## src/rtl/threshold_gather.sv

```systemverilog
// Binarises a grayscale pixel stream against a frame-latched threshold and gathers 4 results per output group.
// Optional foreground counter enabled by defining FG_COUNT_EN.
module threshold_gather #(
  parameter int unsigned PIX_W        = 8,
  parameter int unsigned FRAME_PIXELS = 1024,
  parameter int unsigned CNT_W        = 16
) (
  input  logic             clk,
  input  logic             reset_n,
  input  logic             start,
  input  logic [PIX_W-1:0] threshold,
  input  logic             s_valid,
  output logic             s_ready,
  input  logic [PIX_W-1:0] s_pixel,
  output logic             m_valid,
  input  logic             m_ready,
  output logic             pixel_out_0,
  output logic             pixel_out_1,
  output logic             pixel_out_2,
  output logic             pixel_out_3,
  output logic             m_last,
  output logic             busy,
`ifdef FG_COUNT_EN
  output logic             done,
  output logic [CNT_W-1:0] fg_count
`else
  output logic             done
`endif
);

  typedef enum logic [1:0] {IDLE, RUN, DRAIN, DONE} state_t;

  state_t           state_q, state_d;
  logic [1:0]       lane_q, lane_d;
  logic [CNT_W-1:0] pix_cnt_q, pix_cnt_d;
  logic [PIX_W-1:0] thr_q, thr_d;
  logic [2:0]       gather_q, gather_d;
  logic [3:0]       pix_out_q, pix_out_d;
  logic             m_valid_q, m_valid_d;
  logic             m_last_q, m_last_d;
  logic             busy_q, busy_d;
  logic             done_q, done_d;
  logic             accept, xfer, result, last_pix;

  // Only lane 3 can stall: lanes 0-2 land in the gather register, lane 3 needs the output slot.
  assign s_ready  = (state_q == RUN) && ((lane_q != 2'd3) || !m_valid_q || m_ready);
  assign accept   = s_valid && s_ready;
  assign xfer     = m_valid_q && m_ready;
  assign result   = (s_pixel >= thr_q);
  assign last_pix = (pix_cnt_q == CNT_W'(FRAME_PIXELS - 1));

  always_comb begin
    state_d   = state_q;
    lane_d    = lane_q;
    pix_cnt_d = pix_cnt_q;
    thr_d     = thr_q;
    gather_d  = gather_q;
    pix_out_d = pix_out_q;
    m_valid_d = m_valid_q;
    m_last_d  = m_last_q;
    done_d    = (state_q == DONE);

    case (state_q)
      IDLE: begin
        if (start) begin
          thr_d     = threshold;
          lane_d    = '0;
          pix_cnt_d = '0;
          state_d   = RUN;
        end
      end
      RUN: begin
        if (accept) begin
          case (lane_q)
            2'd0:    gather_d[0] = result;
            2'd1:    gather_d[1] = result;
            2'd2:    gather_d[2] = result;
            default: ;
          endcase
          lane_d    = lane_q + 2'd1;
          pix_cnt_d = pix_cnt_q + CNT_W'(1);
          if (last_pix) state_d = DRAIN;
        end
      end
      DRAIN: begin
        if (xfer && m_last_q) state_d = DONE;
      end
      default: state_d = IDLE;
    endcase

    // A lane-3 load takes priority over a plain drain so back-to-back groups keep m_valid high.
    if (accept && (lane_q == 2'd3)) begin
      m_valid_d = 1'b1;
      pix_out_d = {result, gather_q};
      m_last_d  = last_pix;
    end else if (xfer) begin
      m_valid_d = 1'b0;
      m_last_d  = 1'b0;
    end

    busy_d = (state_d == RUN) || (state_d == DRAIN);
  end

  always_ff @(posedge clk or negedge reset_n) begin
    if (!reset_n) begin
      state_q   <= IDLE;
      lane_q    <= '0;
      pix_cnt_q <= '0;
      thr_q     <= '0;
      gather_q  <= '0;
      pix_out_q <= '0;
      m_valid_q <= 1'b0;
      m_last_q  <= 1'b0;
      busy_q    <= 1'b0;
      done_q    <= 1'b0;
    end else begin
      state_q   <= state_d;
      lane_q    <= lane_d;
      pix_cnt_q <= pix_cnt_d;
      thr_q     <= thr_d;
      gather_q  <= gather_d;
      pix_out_q <= pix_out_d;
      m_valid_q <= m_valid_d;
      m_last_q  <= m_last_d;
      busy_q    <= busy_d;
      done_q    <= done_d;
    end
  end

  assign m_valid     = m_valid_q;
  assign m_last      = m_last_q;
  assign busy        = busy_q;
  assign done        = done_q;
  assign pixel_out_0 = pix_out_q[0];
  assign pixel_out_1 = pix_out_q[1];
  assign pixel_out_2 = pix_out_q[2];
  assign pixel_out_3 = pix_out_q[3];

`ifdef FG_COUNT_EN
  logic [CNT_W-1:0] fg_count_q, fg_count_d;

  always_comb begin
    fg_count_d = fg_count_q;
    if ((state_q == IDLE) && start) fg_count_d = '0;
    else if ((state_q == RUN) && accept && result) fg_count_d = fg_count_q + CNT_W'(1);
  end

  always_ff @(posedge clk or negedge reset_n) begin
    if (!reset_n) fg_count_q <= '0;
    else          fg_count_q <= fg_count_d;
  end

  assign fg_count = fg_count_q;
`endif

endmodule

```

## config.mk

```make
export PLATFORM = sky130hd
export DESIGN_NAME = threshold_gather
export DESIGN_NICKNAME = d
export VERILOG_FILES = /design/src/rtl/threshold_gather.sv
export SDC_FILE = /design/constraint.sdc
export NUM_CORES = 1
export LEC_CHECK = 0
export BUFFER_PORTS_ARGS = -buffer_cell sky130_fd_sc_hd__buf_2
export CAP_MARGIN = 30
export CORE_ASPECT_RATIO = 0.8
export CORE_MARGIN = 2
export CORE_UTILIZATION = 51
export CTS_CLUSTER_DIAMETER = 40
export DETAILED_ROUTE_END_ITERATION = 6
export GPL_TIMING_DRIVEN = 0
export PLACE_DENSITY = 0.75
export SLEW_MARGIN = 5
export SYNTH_ARGS = -nofsm -noshare
export SYNTH_HDL_FRONTEND = slang
export SYNTH_SLANG_ARGS = --single-unit
```

## constraint.sdc

```tcl
create_clock -name clk -period 1.9 [get_ports clk]
set_input_delay 0.095 -clock clk [delete_from_list [all_inputs] [get_ports clk]]
set_output_delay 0.095 -clock clk [all_outputs]
set_load 0.01 [all_outputs]
```

Word level (Yosys, flattened, before mapping):

Cells that the tools add are included.

* add/subtract/negate cells: 2
* order comparisons: 1
* equal/unequal tests: 12
* muxes and demuxes: 14
* reductions and logical operators: 18

Operator list (number)
* 16-bit 2-to-1 mux: 2
* 16-bit case mux with 2 select lines: 1
* 16-bit by 1-bit adder with 16-bit output (second input constant): 1
* 16-bit by 10-bit == test with 1-bit output (second input constant): 1
* 2-bit 2-to-1 mux: 6
* 3-bit AND reduction: 4
* 2-bit == test (second input constant): 5
* 8-bit >= comparator: 1
* 2-bit by 1-bit == test with 1-bit output (second input constant): 3
* 2-bit inequality test (second input constant): 3
* 2-bit case mux with 3 select lines: 1
* 1-bit logical AND: 5
* 2-bit zero test: 2
* 2-bit case mux with 2 select lines: 1
* 2-bit nonzero test: 2
* 1-bit logical OR: 3
* 1-bit 2-to-1 mux: 3
* 2-bit by 1-bit adder with 2-bit output (second input constant): 1
* 2-bit AND reduction: 1
* 1-bit zero test: 1

* bits in registers: 39
* input bits: 21
* output and inout port bits: 9
* logic and storage cells: 59

Depth between registers and ports, before layout:

* depth after elaboration: 9
* depth in mapped cells: 6
* mapped depth without buffers: 6

Worst setup path after synthesis:

No wires, ideal clock.

* kind: register to register
* start point: reg pix_cnt_q[0]
* end point: reg pix_cnt_q[14]
* library setup time: 0.078 ns
* data arrival time: 1.704 ns
* required time: 1.822 ns
* slack: 0.119 ns
* stages on the path, launching flop included: 6
* path buffers: 0
* period minus slack after synthesis: 1.781 ns
* cells stage by stage: dfrtp_1 -> ha_1 -> nand4_2 -> or3_4 -> or4_1 -> a21oi_1

* word-level cells in the longest chain between the ends: 3

RTL lines
* start: declaration: RTL line 35 `logic [CNT_W-1:0] pix_cnt_q, pix_cnt_d;`
* start signal: assignment: RTL line 119 `pix_cnt_q <= pix_cnt_d;`
* 16-bit by 1-bit adder with 16-bit output: RTL line 81 `pix_cnt_d = pix_cnt_q + CNT_W'(1);`
* 16-bit 2-to-1 mux: RTL line 73 `if (accept) begin`
* 16-bit case mux with 2 select lines: RTL line 63 `case (state_q)`

Every way passes these cells. The select of a mux whose other input is x is not followed.
A chain may end at the register's enable or synchronous reset.

Worst setup path after layout:

* start point: reg pix_cnt_q[4]
* end point: reg pix_cnt_q[15]

The elaborated chain is that of the path after synthesis.

==> flow_summary.ini <==
[run_status]
status = finished clean

[clock_network]
clk_path_buf_depth = 2
cts_buffers = 5
cts_tree = built
cts-root-buf = clkbuf_8
clkSlewWorstSetupHoldPaths_ns = 0.07
clkLatencyLatePin_ns = 0.29
cts.sinks = 39
htreeDepth = 2

[die]
die_w_um = 75.3
die_h_um = 61.1
coreArea_sq_um = 3850
start_util = 0.539
ioPinCount = 30
std_cell_rows = 20
die_area_sq_um = 4600

[synthesis]
avgSynthCellArea_sq_um = 9.84
synth_warnings = 0
syn-num-nets = 245
async_flop_share = 1.00
netlist_area_sq_um = 2080
synth-edff-count = 0
synth-seq-cells = 39
synth_ff_type = dfrtp_1
seq_area_frac_synth = 0.470
postSynthCellCount = 211
ys_types = 39

[global_routing]
grt.total_usage = 0.215
grt_pass1_vias = 1681
antenna_found_initial = 0
grt_max_degree = 40
overflow = 0
grt_pass1_wl_mm = 7.31

[timing]
worstMarginPinSlew_ns = 0.836
fmax_mhz = 540
setup_viol = 0
maxSlewViolCount = 0
setup_tns_ns = 0
rsz0062_at_grt = true
period_minus_slack_ns = 1.85
clock_skew_ns = 0.00519
timing.slew.headroom = 0.443
min_period_over_period = 0.974
hold_violations = 0

[power]
cellLeakagePower_nw = 1.14
netSwitchingFraction = 0.329
p_per_area_nw_per_um2 = 967
internal_power_w = 0.00162
power.clock.fraction = 0.224
p_seq_frac = 0.500
comb_power_share = 0.276
p_sw_w = 0.000794
total_power_w = 0.00241
max-vdd-ir-drop_mv = 0.664

[setup_path]
endpoint_kind = register
crit_arrival_ns = 2.07
start_kind = register
worstPathRequired_ns = 2.12
crit_fanout = 3
path_class = register to register

[routing]
num_vias = 1650
drtPass1Iterations = 4
viasPerCell = 5.32
drc = 0
final_antenna_net_count = 0
drt_iter0_drc = 84
wl_per_cell_um = 13.3
routed_wl_mm = 4.12

[layout]
antennaDiodeCount = 0
nNetsFinal = 288
drive_gt1_frac = 0.231
fin_util = 0.646
areaGrowthSynthToFinish_pct = 20.0

[place]
io_buffer_count = 29
gp_congestion = 0.760
hpwl_mm = 3.01

[worst_hold_path]
min_path_type = primary input to register

[run]
cap_violations = 0
## power by group through the flow
| stage | Combinational (W) | Clock (W) | Sequential (W) |
|---|---|---|---|
| 2_1_floorplan | 0.000403 | 0 | 0.00119 |
| 3_3_place_gp | 0.000578 | 0 | 0.00119 |
| 3_5_place_dp | 0.000605 | 0 | 0.00120 |
| 4_1_cts | 0.000630 | 0.000556 | 0.00120 |
| 5_1_grt | 0.000770 | 0.000588 | 0.00124 |
| 6_report | 0.000664 | 0.000540 | 0.00121 |
## placed cells by master (no fill, tap or decap), types with 5 or more instances in the layout
master     n
nand2b_1   6
a21oi_1    8
clkbuf_8   5
nor2_1     8
buf_2     30
inv_1     10
o21ai_1    6
or4_1      6
nand3_1   15
clkbuf_1   5
o21ai_0   11
o31ai_1    7
dfrtp_1   36
ha_1      11
mux2i_1    6
nand2_1   26
buf_4      5
## routing by layer
layer | global-route usage | routed length, um | up-vias
met5 | 0 | 0 | -
met4 | 0.100 | 75 | 0
met3 | 0.0507 | 146 | 8
met2 | 0.343 | 1870 | 29
met1 | 0.281 | 2030 | 772
li1 | - | - | 841
## what timing repair did
item | CTS | global route
pin swaps | 0 | 1
gates resized for setup | 6 | 9
setup buffers | 1 | 3
hold buffers | 3 | 0
hold endpoints to repair | 41 | 0
setup endpoints to repair | 9 | 18
gates cloned | 0 | 0
## final cells by class
class                      count  area [sq um]
multi-input combinational    156          1090
tap                           55          68.8
buffer                         6          28.8
fill                         335          1360
sequential                    39           980
timing repair buffer          36           205
clock buffer                   7          76.3
inverter                      10          37.5
clock inverter                 1          5.00
## synth_stat cells, types with 2 or more instances
cell type  count  share of area
nor3b_1        2         0.0072
or3_1          2         0.0060
nand2b_1       6          0.018
o31ai_1        7          0.025
nand3_1       15          0.036
nand3b_1       2         0.0072
and3_1         3         0.0090
nand4_1        2         0.0060
mux2_1         3          0.016
o21ai_0       11          0.027
xnor2_1        3          0.013
mux2i_1        6          0.029
or4_1          6          0.022
ha_1          13          0.078
dfrtp_1       39           0.47
nand2_1       26          0.047
buf_2          2         0.0048
o22ai_1        2         0.0060
nor4_1         3         0.0090
nand3_2        2         0.0096
and3b_1        2         0.0084
a21o_1         2         0.0072
inv_1         10          0.018
nor2_1         9          0.016
xor2_1         2         0.0084
o21ai_1        6          0.014
a21oi_1       10          0.024
clkbuf_1       4         0.0072
## state kept, by name (all words and copies together) (netlist names)
| name | count |
|---|---|
| gather_q | 3 |
| state_q | 2 |
| thr_q | 8 |
| busy | 1 |
| pix_cnt_q | 16 |
| m_valid | 1 |
| pix_out_q | 4 |
| lane_q | 2 |
| m_last | 1 |
| done | 1 |
## cells by family (layout without fill, tap and decap cells)
group / count (synthesis) / in the layout / synth area share
buffers and inverters: 16 / 60 / 0.0301
AOI/OAI and AO/OA: 41 / 41 / 0.116
muxes: 9 / 9 / 0.0452
adders and majority gates: 13 / 13 / 0.0784
DFF: 39 / 39 / 0.470
xor gates and xnor gates: 5 / 5 / 0.0211
and+or+nand+nor: 88 / 88 / 0.239
## worst paths after layout
kind	startpoint	endpoint	slack (ns)	depth (start not counted)
min reg2reg	pix_out_q[2]	pix_out_q[2]	0.49	1
max reg2reg	pix_cnt_q[4]	pix_cnt_q[15]	0.05	4
max in group asynchronous	reset_n	pix_cnt_q[5]	0.88	2
max	pix_cnt_q[4]	pix_cnt_q[15]	0.05	4
min in group asynchronous	reset_n	pix_out_q[3]	0.43	2
min	threshold[7]	thr_q[7]	0.002	3
## worst max-delay path, cell delays in order (launching register included)
cell	delay [ns]
dfrtp_1	0.45
nand3_2	0.13
or4_1	0.56
or4_1	0.48
a21oi_1	0.16
## stage by stage
step,std cells,hold WS [ns],area [sq um],setup slack (ns)
after floorplan,211,-0.201,2080,0.119
after global placement,295,0.262,2290,-0.108
after detailed placement,295,0.260,2290,-0.123
after CTS,307,0.00350,2430,0.00242
after global routing,310,0.00911,2490,-0.0168
final,310,0.00226,2490,0.0486
Power figures use the tool's default switching activity.
